[src/rtl/music_pkg.sv]
// Shared types and constants for the note sequencer that feeds the music beeper engine.
package music_pkg;

    localparam logic [7:0] MUSIC_RESYNC_BYTE = 8'hFF;
    localparam logic [7:0] MUSIC_TIME_ZERO   = 8'h00;

    typedef enum logic [1:0] {
        IDLE,
        ISSUE,
        WAIT_ACK,
        WAIT_DONE
    } music_state_e;

    // "time" is a reserved word, so the duration field is time_code.
    typedef struct packed {
        logic [7:0] note;
        logic [7:0] time_code;
    } music_cmd_t;

    // A time byte that completes a storable command: not resync and not zero.
    function automatic logic is_cmd_time(input logic [7:0] b);
        return (b != MUSIC_RESYNC_BYTE) && (b != MUSIC_TIME_ZERO);
    endfunction

endpackage

[src/rtl/music_note_seq_if.sv]
// Command handshake between the note sequencer (master) and the beeper engine (slave).
interface music_note_seq_if;

    logic       en;
    logic [7:0] music_note;
    logic [7:0] music_time;
    logic       music_busy;

    modport master (
        output en,
        output music_note,
        output music_time,
        input  music_busy
    );

    modport slave (
        input  en,
        input  music_note,
        input  music_time,
        output music_busy
    );

endinterface

[src/rtl/music_cmd_fifo.sv]
// First-word-fall-through command FIFO; level and full are registered.
module music_cmd_fifo
    import music_pkg::*;
#(
    parameter int DEPTH = 8
) (
    input  logic                     clk,
    input  logic                     rst,
    input  logic                     push,
    input  music_cmd_t               push_data,
    input  logic                     pop,
    output music_cmd_t               head,
    output logic                     full,
    output logic                     empty,
    output logic [$clog2(DEPTH):0]   level
);

    localparam int AW = $clog2(DEPTH);
    localparam int LW = AW + 1;

    music_cmd_t      mem [DEPTH];
    logic [AW-1:0]   wr_ptr;
    logic [AW-1:0]   rd_ptr;
    logic            do_push;
    logic            do_pop;

    // Full blocks a push even when a pop frees a slot in the same cycle.
    assign do_push = push && !full;
    assign do_pop  = pop && !empty;
    assign empty   = (level == '0);
    assign head    = mem[rd_ptr];

    // NOTE: storage has no reset; the pointers and level already mark every slot invalid.
    always_ff @(posedge clk) begin
        if (do_push) begin
            mem[wr_ptr] <= push_data;
        end
    end

    // NOTE: non-blocking assignments so every register samples pre-edge values.
    always_ff @(posedge clk or posedge rst) begin
        if (rst) begin
            wr_ptr <= '0;
            rd_ptr <= '0;
            level  <= '0;
            full   <= 1'b0;
        end else begin
            if (do_push) wr_ptr <= wr_ptr + AW'(1);
            if (do_pop)  rd_ptr <= rd_ptr + AW'(1);
            case ({do_push, do_pop})
                2'b10: begin
                    level <= level + LW'(1);
                    full  <= (level == LW'(DEPTH - 1));
                end
                2'b01: begin
                    level <= level - LW'(1);
                    full  <= 1'b0;
                end
                default: ;
            endcase
        end
    end

endmodule

[src/rtl/music_note_seq.sv]
// Pairs UART bytes into (note, time) commands, queues them and issues them to the beeper engine.
// Optional saturating drop counter output enabled by `define MUSIC_NOTE_SEQ_DROP_CNT_EN.
module music_note_seq
    import music_pkg::*;
#(
    parameter int FIFO_DEPTH = 8,
    parameter int ACK_WAIT   = 4
) (
    input  logic                          sys_clk,
    input  logic                          sys_rst,
    input  logic [7:0]                    rx_data,
    input  logic                          rx_valid,
    music_note_seq_if.master              eng,
    output logic                          fifo_full,
    output logic [$clog2(FIFO_DEPTH):0]   fifo_level
`ifdef MUSIC_NOTE_SEQ_DROP_CNT_EN
    ,
    output logic [7:0]                    drop_cnt
`endif
);

    localparam int CW = $clog2(ACK_WAIT + 1);

    logic          half;
    logic [7:0]    note_hold;
    logic          pair_push;
    music_cmd_t    push_data;
    music_cmd_t    head;
    logic          fifo_empty;
    logic          pop;
    music_state_e  state_q;
    music_state_e  state_d;
    logic [CW-1:0] ack_cnt;

    assign pair_push = rx_valid && half && is_cmd_time(rx_data);
    assign push_data = '{note: note_hold, time_code: rx_data};

    // Resync wins over either half; a resync or zero-time pair leaves nothing behind.
    always_ff @(posedge sys_clk or posedge sys_rst) begin
        if (sys_rst) begin
            half      <= 1'b0;
            note_hold <= '0;
        end else if (rx_valid) begin
            if (rx_data == MUSIC_RESYNC_BYTE) begin
                half <= 1'b0;
            end else if (!half) begin
                note_hold <= rx_data;
                half      <= 1'b1;
            end else begin
                half <= 1'b0;
            end
        end
    end

    music_cmd_fifo #(
        .DEPTH (FIFO_DEPTH)
    ) u_fifo (
        .clk       (sys_clk),
        .rst       (sys_rst),
        .push      (pair_push),
        .push_data (push_data),
        .pop       (pop),
        .head      (head),
        .full      (fifo_full),
        .empty     (fifo_empty),
        .level     (fifo_level)
    );

    always_ff @(posedge sys_clk or posedge sys_rst) begin
        if (sys_rst) begin
            state_q <= IDLE;
        end else begin
            state_q <= state_d;
        end
    end

    // NOTE: every output of this block gets a default first so no latch is inferred.
    always_comb begin
        state_d = state_q;
        pop     = 1'b0;
        eng.en  = 1'b0;
        case (state_q)
            IDLE: begin
                if (!fifo_empty) begin
                    pop     = 1'b1;
                    state_d = ISSUE;
                end
            end
            ISSUE: begin
                eng.en  = 1'b1;
                state_d = WAIT_ACK;
            end
            WAIT_ACK: begin
                if (eng.music_busy) begin
                    state_d = WAIT_DONE;
                end else if (ack_cnt <= CW'(1)) begin
                    state_d = IDLE;
                end
            end
            WAIT_DONE: begin
                if (!eng.music_busy) state_d = IDLE;
            end
            default: state_d = IDLE;
        endcase
    end

    // The ack window covers exactly ACK_WAIT cycles of WAIT_ACK.
    always_ff @(posedge sys_clk or posedge sys_rst) begin
        if (sys_rst) begin
            ack_cnt <= '0;
        end else if (state_q == ISSUE) begin
            ack_cnt <= CW'(ACK_WAIT);
        end else if (state_q == WAIT_ACK && ack_cnt != '0) begin
            ack_cnt <= ack_cnt - CW'(1);
        end
    end

    always_ff @(posedge sys_clk or posedge sys_rst) begin
        if (sys_rst) begin
            eng.music_note <= '0;
            eng.music_time <= '0;
        end else if (pop) begin
            eng.music_note <= head.note;
            eng.music_time <= head.time_code;
        end
    end

`ifdef MUSIC_NOTE_SEQ_DROP_CNT_EN
    always_ff @(posedge sys_clk or posedge sys_rst) begin
        if (sys_rst) begin
            drop_cnt <= '0;
        end else if (pair_push && fifo_full && drop_cnt != 8'hFF) begin
            drop_cnt <= drop_cnt + 8'd1;
        end
    end
`endif

endmodule

[src/flat_wrapper.sv]
// flat-port wrapper written by rule: the top's interface ports become plain ports
module music_note_seq_flat import music_pkg::*;
#(
    parameter int FIFO_DEPTH = 8,
    parameter int ACK_WAIT   = 4
)
  (sys_clk, sys_rst, rx_data, rx_valid, fifo_full, fifo_level, eng_en, eng_music_note, eng_music_time, eng_music_busy);
  music_note_seq_if eng_i ();
  input  logic sys_clk;
  input  logic sys_rst;
  input  logic [7:0] rx_data;
  input  logic rx_valid;
  output logic fifo_full;
  output logic [$clog2(FIFO_DEPTH):0] fifo_level;
  output wire logic [$bits(eng_i.en)-1:0] eng_en;
  output wire logic [$bits(eng_i.music_note)-1:0] eng_music_note;
  output wire logic [$bits(eng_i.music_time)-1:0] eng_music_time;
  input wire logic [$bits(eng_i.music_busy)-1:0] eng_music_busy;
  assign eng_en = eng_i.en;
  assign eng_music_note = eng_i.music_note;
  assign eng_music_time = eng_i.music_time;
  assign eng_i.music_busy = eng_music_busy;
  music_note_seq #(.FIFO_DEPTH(FIFO_DEPTH), .ACK_WAIT(ACK_WAIT)) u_core (.sys_clk(sys_clk), .sys_rst(sys_rst), .rx_data(rx_data), .rx_valid(rx_valid), .eng(eng_i), .fifo_full(fifo_full), .fifo_level(fifo_level));
endmodule
[config.mk]
export PLATFORM = sky130hd
export DESIGN_NAME = music_note_seq_flat
export DESIGN_NICKNAME = d
export VERILOG_FILES = /design/src/rtl/music_pkg.sv /design/src/rtl/music_note_seq_if.sv /design/src/rtl/music_cmd_fifo.sv /design/src/rtl/music_note_seq.sv /design/src/flat_wrapper.sv
export SDC_FILE = /design/constraint.sdc
export NUM_CORES = 1
export LEC_CHECK = 0
export CAP_MARGIN = 20
export CORE_AREA = 2 2 109 111
export DETAILED_ROUTE_END_ITERATION = 8
export DIE_AREA = 0 0 111 113
export GPL_ROUTABILITY_DRIVEN = 0
export PLACE_DENSITY = 0.82
export SKIP_LAST_GASP = 1
export SYNTH_ARGS = -nofsm -noshare
export SYNTH_HDL_FRONTEND = slang
export SYNTH_SLANG_ARGS = --single-unit
[constraint.sdc]
create_clock -name sys_clk -period 3.8 [get_ports sys_clk]
set_input_delay 0.76 -clock sys_clk [delete_from_list [all_inputs] [get_ports sys_clk]]
set_output_delay 0.76 -clock sys_clk [all_outputs]
set_load 0.02 [all_outputs]
Word-level counts from Yosys, hierarchy flattened
Memories as Yosys holds them, arrays and structs flattened. A register that Yosys moved wholly into a read port is not among the register bits. Index checks and enable logic that the tools add are counted.

Latch bits: 0. Bits in registers: 25. ROM bits: 0. Memory bits (writable): 128. Memories: 1. Word-level logic and storage cells: 60.

Div/mod/pow operators: 0. Order comparisons: 1. Add/subtract/negate cells: 5. Eq/ne operators: 11. Multipliers: 0. Reduce and logical (&&, ||, !) cells: 16. Bitwise gates (word level): 2. Mux-type cells: 16. Shift operators: 0.

Memories: u_core.u_fifo.mem (words 8, width 16, rd ports 1, clocked after memory_dff 1, wr ports 1, line music_cmd_fifo.sv:21) `music_cmd_t mem [DEPTH];`.

Operator list (count): $eq A8 B8 Y1 const B (1); $mux W2 (4); $ne A8 B8 Y1 const B (1); $pmux W2 S4 (1); $pmux W4 S2 (1); $reduce_bool A8 Y1 (1); $mux W1 (7); $add A3 B1 Y3 const B (2); $eq A2 B2 Y1 const B (3); $logic_and A1 B1 Y1 (6); $mux W3 (2); $reduce_and A3 Y1 (2); $add A4 B1 Y4 const B (1); $eq A2 B1 Y1 const B (2); $eq A4 B3 Y1 const B (1); $logic_not A4 Y1 (1); $ne A2 B2 Y1 const B (2); $reduce_bool A2 Y1 (2); $sub A4 B1 Y4 const B (1); $le A3 B1 Y1 const B (1); $ne A3 B2 Y1 const B (1); $reduce_bool A3 Y1 (1); $sub A3 B1 Y3 const B (1); $logic_not A1 Y1 (2); other kinds (3) (4).

Depth between registers and ports, before layout
Depth in word-level cells: 6. Depth in mapped cells: 12. Gate-level depth less buffers: 11.

By module
From an unflattened synthesis, not the netlist that was laid out.

Cells, all modules: 353. Area total of the unflattened synthesis: 6952.9 um^2.

By module, submodules not included: music_cmd_fifo (area an instance 5606.6 um^2, sequential area each 4119.0 um^2, instances 1, cells an instance 258); music_note_seq (area an instance 1346.3 um^2, sequential area each 750.7 um^2, instances 1, cells an instance 95).

Least setup slack after synthesis
Ideal clock, no wire load.

Kind: input to register. Start point: input rx_data[6]. End point: memory u_core.u_fifo.mem[1][0] in the netlist's numbering (enable). Stages: 4. Setup slack: 0.980 ns. Arrival time: 2.410 ns. Cell sequence: nor4_1 a211oi_2 nand3_1 nor3_1.

Word-level cells in the longest chain between the ends: 6.

RTL lines: start, declared (line flat_wrapper.sv:11) `input logic [7:0] rx_data;`; $ne A8 B8 Y1 or $reduce_bool A8 Y1 (tied branches) (line music_pkg.sv:22) `return (b != MUSIC_RESYNC_BYTE) && (b != MUSIC_TIME_ZERO);`; $logic_and A1 B1 Y1 (*) (line music_pkg.sv:22); $logic_and A1 B1 Y1 (*) (line music_note_seq.sv:35) `assign pair_push = rx_valid && half && is_cmd_time(rx_data);`; $logic_and A1 B1 Y1 (*) (line music_cmd_fifo.sv:28) `assign do_push = push && !full;`; $mux W1 (*) (line music_cmd_fifo.sv:35) `if (do_push) begin`; $mux W1 (not written as such) (*) (line music_cmd_fifo.sv:36) `mem[wr_ptr] <= push_data;`; end, declared (line music_cmd_fifo.sv:21).

Every way passes the cells marked *; elsewhere a longest branch is shown, timed or not.

Worst setup path after layout
Start point: input rx_data[1]. End point: register u_core.u_fifo.level[2].

Word-level cells in the longest chain between the ends: 6.

RTL lines: $ne A8 B8 Y1 or $reduce_bool A8 Y1 (tied branches) (line music_pkg.sv:22); $logic_and A1 B1 Y1 (*) (line music_pkg.sv:22); $logic_and A1 B1 Y1 (*) (line music_note_seq.sv:35); $logic_and A1 B1 Y1 (*) (line music_cmd_fifo.sv:28); $eq A2 B1 Y1 or $eq A2 B2 Y1 (tied branches) (line music_cmd_fifo.sv:50) `case ({do_push, do_pop})`; $pmux W4 S2 or $reduce_bool A2 Y1 (tied branches); end signal, assigned (line music_cmd_fifo.sv:52) `level <= level + LW'(1);`; end signal, assigned (line music_cmd_fifo.sv:56) `level <= level - LW'(1);`; end, declared (line music_cmd_fifo.sv:15) `output logic [$clog2(DEPTH):0] level`.

Marks and branches as above. A chain may end at the register's enable or synchronous reset.

==> impl_metrics.yaml <==
run_status:
  status: "completed"
sta:
  worst_clock_skew_ps: 5.29
  relSlewSlack_pct: 39.1
  timing.setup.tns_ps: 0
  finalSetupViolations: 0
  timing.final.ws_setup_ps: 608
  worstMarginPinSlew_ps: 912
  hold_viol: 0
  whs_ps: 487
  fin_crit_sh_pct: 84.0
  rsz0062_at_grt: "no"
  fmax_mhz: 313
  min_period_ps: 3190
  finalMaxSlewViolations: 0
setup_path:
  required_ps: 4100
  crit_slowest_cell: "clkdlybuf4s50_1"
  slowest_delay_ps: 590
  r2r_start: "u_core.u_fifo.level[1]$_DFFE_PP0P_"
  worstPathMaxFanout: 11
  r2r_slack_ps: 1480
  endpoint_kind: "flip-flop"
  regToRegEndpoint: "u_core.u_fifo.level[2]$_DFFE_PP0P_"
  start_kind: "input port"
  cp.arrival_ps: 3490
  crit_top_cell: "xor2_1"
  path_cells: "clkdlybuf4s50_1 > nor4_1 > a211oi_2 > and2_4 > inv_1 > ha_1 > xor2_1 > ha_1 > a21oi_1 > xor2_1 > nor2_1 > xor2_1"
  critical_path_class: "input port to flip-flop"
  r2r_cells: 10
drt:
  dr.pass1.iters: 4
  postRouteAntennaNets: 0
  wire_per_inst_um: 22.1
  vias_per_cell: 5.95
  routed_wl_um: 12600
  vias: 3383
  drt_iter0_markers: 186
  post-route-drc-count: 0
floorplanning:
  dieArea_um2: 12500
  initial_core_util_pct: 59.5
  die_w_um: 111
  core_area_um2: 11300
  rows: 39
  chipHeight_um: 113
  ios: 34
clock_tree:
  cts_root_buf: "clkbuf_16"
  cts_setup_buffers: 0
  hold_buffers: 0
  clk_pin_slew_ps: 60
  numCtsBuffers: 17
  cts_tree: "built"
  cts_buffer_depth: 2
  cts_sinks: 169
  clk_latency_ps: 420
  cts_max_level: 4
  cts_resized: 0
global_routing:
  grt_pass1_wl_um: 20000
  overflow: 0
  grt_start_max_net_pins: 42
  antenna_found_initial: 0
  grt_pass1_vias: 3519
  grtUsageTotal_pct: 21.8
cells_and_area:
  final_layout_size_suffix_gt1_share_pct: 22.5
  diodes: 0
  synthToLayoutAreaGrowth_pct: 17.2
  final_cell_mix: "128 x edfxtp_1, 40 x dfrtp_1, 33 x clkdlybuf4s50_1"
  nets: 433
  layout_commonest_cell: "edfxtp_1"
logic_synthesis:
  syn_avg_cell_area_um2: 18.7
  syn_area_um2: 6710
  ys_seq_area_share_pct: 72.6
  synth_edf_count: 128
  ys_ff_latch: 169
  async_reset_ff_share_pct: 24.3
  synth_cells: 359
  yosys_warnings: 0
  syn_nets: 379
  synth_cell_types: 43
  synth_ff_type: "edfxtp_1"
pwr:
  total_leakage_power_nw: 2.82
  power_density_nw_per_um2: 788
  ir_drop_mv: 0.486
  power_mw: 6.20
hold_path:
  hold_end: "u_core.eng.music_time[4]$_DFFE_PP0P_"
  worstHoldStart: "u_core.eng.music_time[4]$_DFFE_PP0P_"
  min_path_cells: 2
  hold_path_class: "flip-flop to flip-flop"
placement:
  hpwlAfterDp_um: 7500
  io_buffers: 33
  dp_slack_ps: 196
flow_run:
  max-cap-violations: 0
## layer usage
layer  track usage (%)  vias up  share of wire (%)
met1              28.1     1750                 41
met3              4.87       17                5.6
met4              8.92        0                1.3
met2              36.6      108                 52
met5                 0        -                  0
li1                  -     1508                  -
## Yosys cell counts, types with 2 or more instances
| cell type | n | area [um^2] |
|---|---|---|
| edfxtp_1 | 128 | 3840 |
| dfrtp_1 | 41 | 1030 |
| mux4_2 | 30 | 676 |
| nand2_1 | 23 | 86.3 |
| mux2i_1 | 18 | 180 |
| o21ai_1 | 16 | 80.1 |
| nor2_1 | 11 | 41.3 |
| mux2_2 | 9 | 101 |
| ha_1 | 8 | 100 |
| inv_1 | 7 | 26.3 |
| buf_2 | 6 | 30.0 |
| o21ai_0 | 6 | 30.0 |
| xor2_1 | 5 | 43.8 |
| buf_6 | 4 | 45.0 |
| xnor2_1 | 4 | 35.0 |
| a21oi_1 | 3 | 15.0 |
| buf_4 | 3 | 22.5 |
| nor4_1 | 3 | 18.8 |
| buf_12 | 2 | 40.0 |
| mux4_1 | 2 | 52.6 |
| nand2b_1 | 2 | 12.5 |
| nand3_1 | 2 | 10.0 |
| nand3b_1 | 2 | 15.0 |
| nand4_1 | 2 | 12.5 |
| nor2b_1 | 2 | 12.5 |
| nor3_1 | 2 | 10.0 |
| o22ai_1 | 2 | 12.5 |
## flip-flops by register name, summed over array words and instances, names as in the netlist
| signal | count |
|---|---|
| u_core.state_q | 2 |
| u_core.eng.music_note | 8 |
| u_core.u_fifo.rd_ptr | 3 |
| u_core.u_fifo.full | 1 |
| u_core.u_fifo.mem | 128 |
| u_core.note_hold | 8 |
| u_core.half | 1 |
| u_core.eng.music_time | 8 |
| u_core.u_fifo.level | 4 |
| u_core.ack_cnt | 3 |
| u_core.u_fifo.wr_ptr | 3 |
## critical path: cells and delay by family
kind,cells,cell delay (ps)
AND/OR/NAND/NOR,3,840
adder cells (fa/ha/maj),2,430
buffers and inverters,2,660
AO/OA/AOI/OAI,2,370
XOR/XNOR,3,410
## power by group
group	switching, mW	total, mW	internal [mW]
Combinational	0.891	1.80	0.914
Clock	0.671	1.74	1.07
Sequential	0.314	2.66	2.34
Total	1.88	6.20	4.32
## cells by family (layout without fill, tap and decap cells)
group,Yosys count,after routing,share of synthesized area (%)
AOI/OAI and AO/OA,33,33,2.82
xor gates and xnor gates,9,9,1.17
adders and majority gates,8,8,1.49
buffers and inverters,24,91,2.55
DFF,169,169,72.6
muxes,60,60,15.3
and+or+nand+nor,56,56,4.10
## how the worst max path moves through the flow
stage	start	to	depth (start not counted)
floorplan	rx_data[6]	u_core.u_fifo.mem[1][0]$_DFFE_PP_	4
global placement	rx_data[1]	u_core.u_fifo.level[2]$_DFFE_PP0P_	12
detailed placement	rx_data[1]	u_core.u_fifo.level[2]$_DFFE_PP0P_	12
CTS	rx_data[1]	u_core.u_fifo.level[2]$_DFFE_PP0P_	12
global route	rx_data[1]	u_core.u_fifo.level[2]$_DFFE_PP0P_	12
finish	rx_data[1]	u_core.u_fifo.level[2]$_DFFE_PP0P_	12
## metrics by stage
stage | utilization (%) | instances | instance area, um^2
after floorplan | - | 359 | 6710
after global placement | 64.1 | 536 | 7230
after detailed placement | 64.4 | 537 | 7260
after CTS | 69.8 | 569 | 7860
after global routing | 69.8 | 569 | 7860
final | 69.8 | 569 | 7860
## area by class of cell
class,instances,area [um^2]
Clock buffer,21,460
Clock inverter,11,148
Fill cell,682,3410
Inverter,8,30.0
Multi-Input combinational cell,166,1680
Sequential cell,169,4870
Tap cell,143,179
Timing Repair Buffer,51,498
Note: power is estimated with default switching activity, not from simulation.
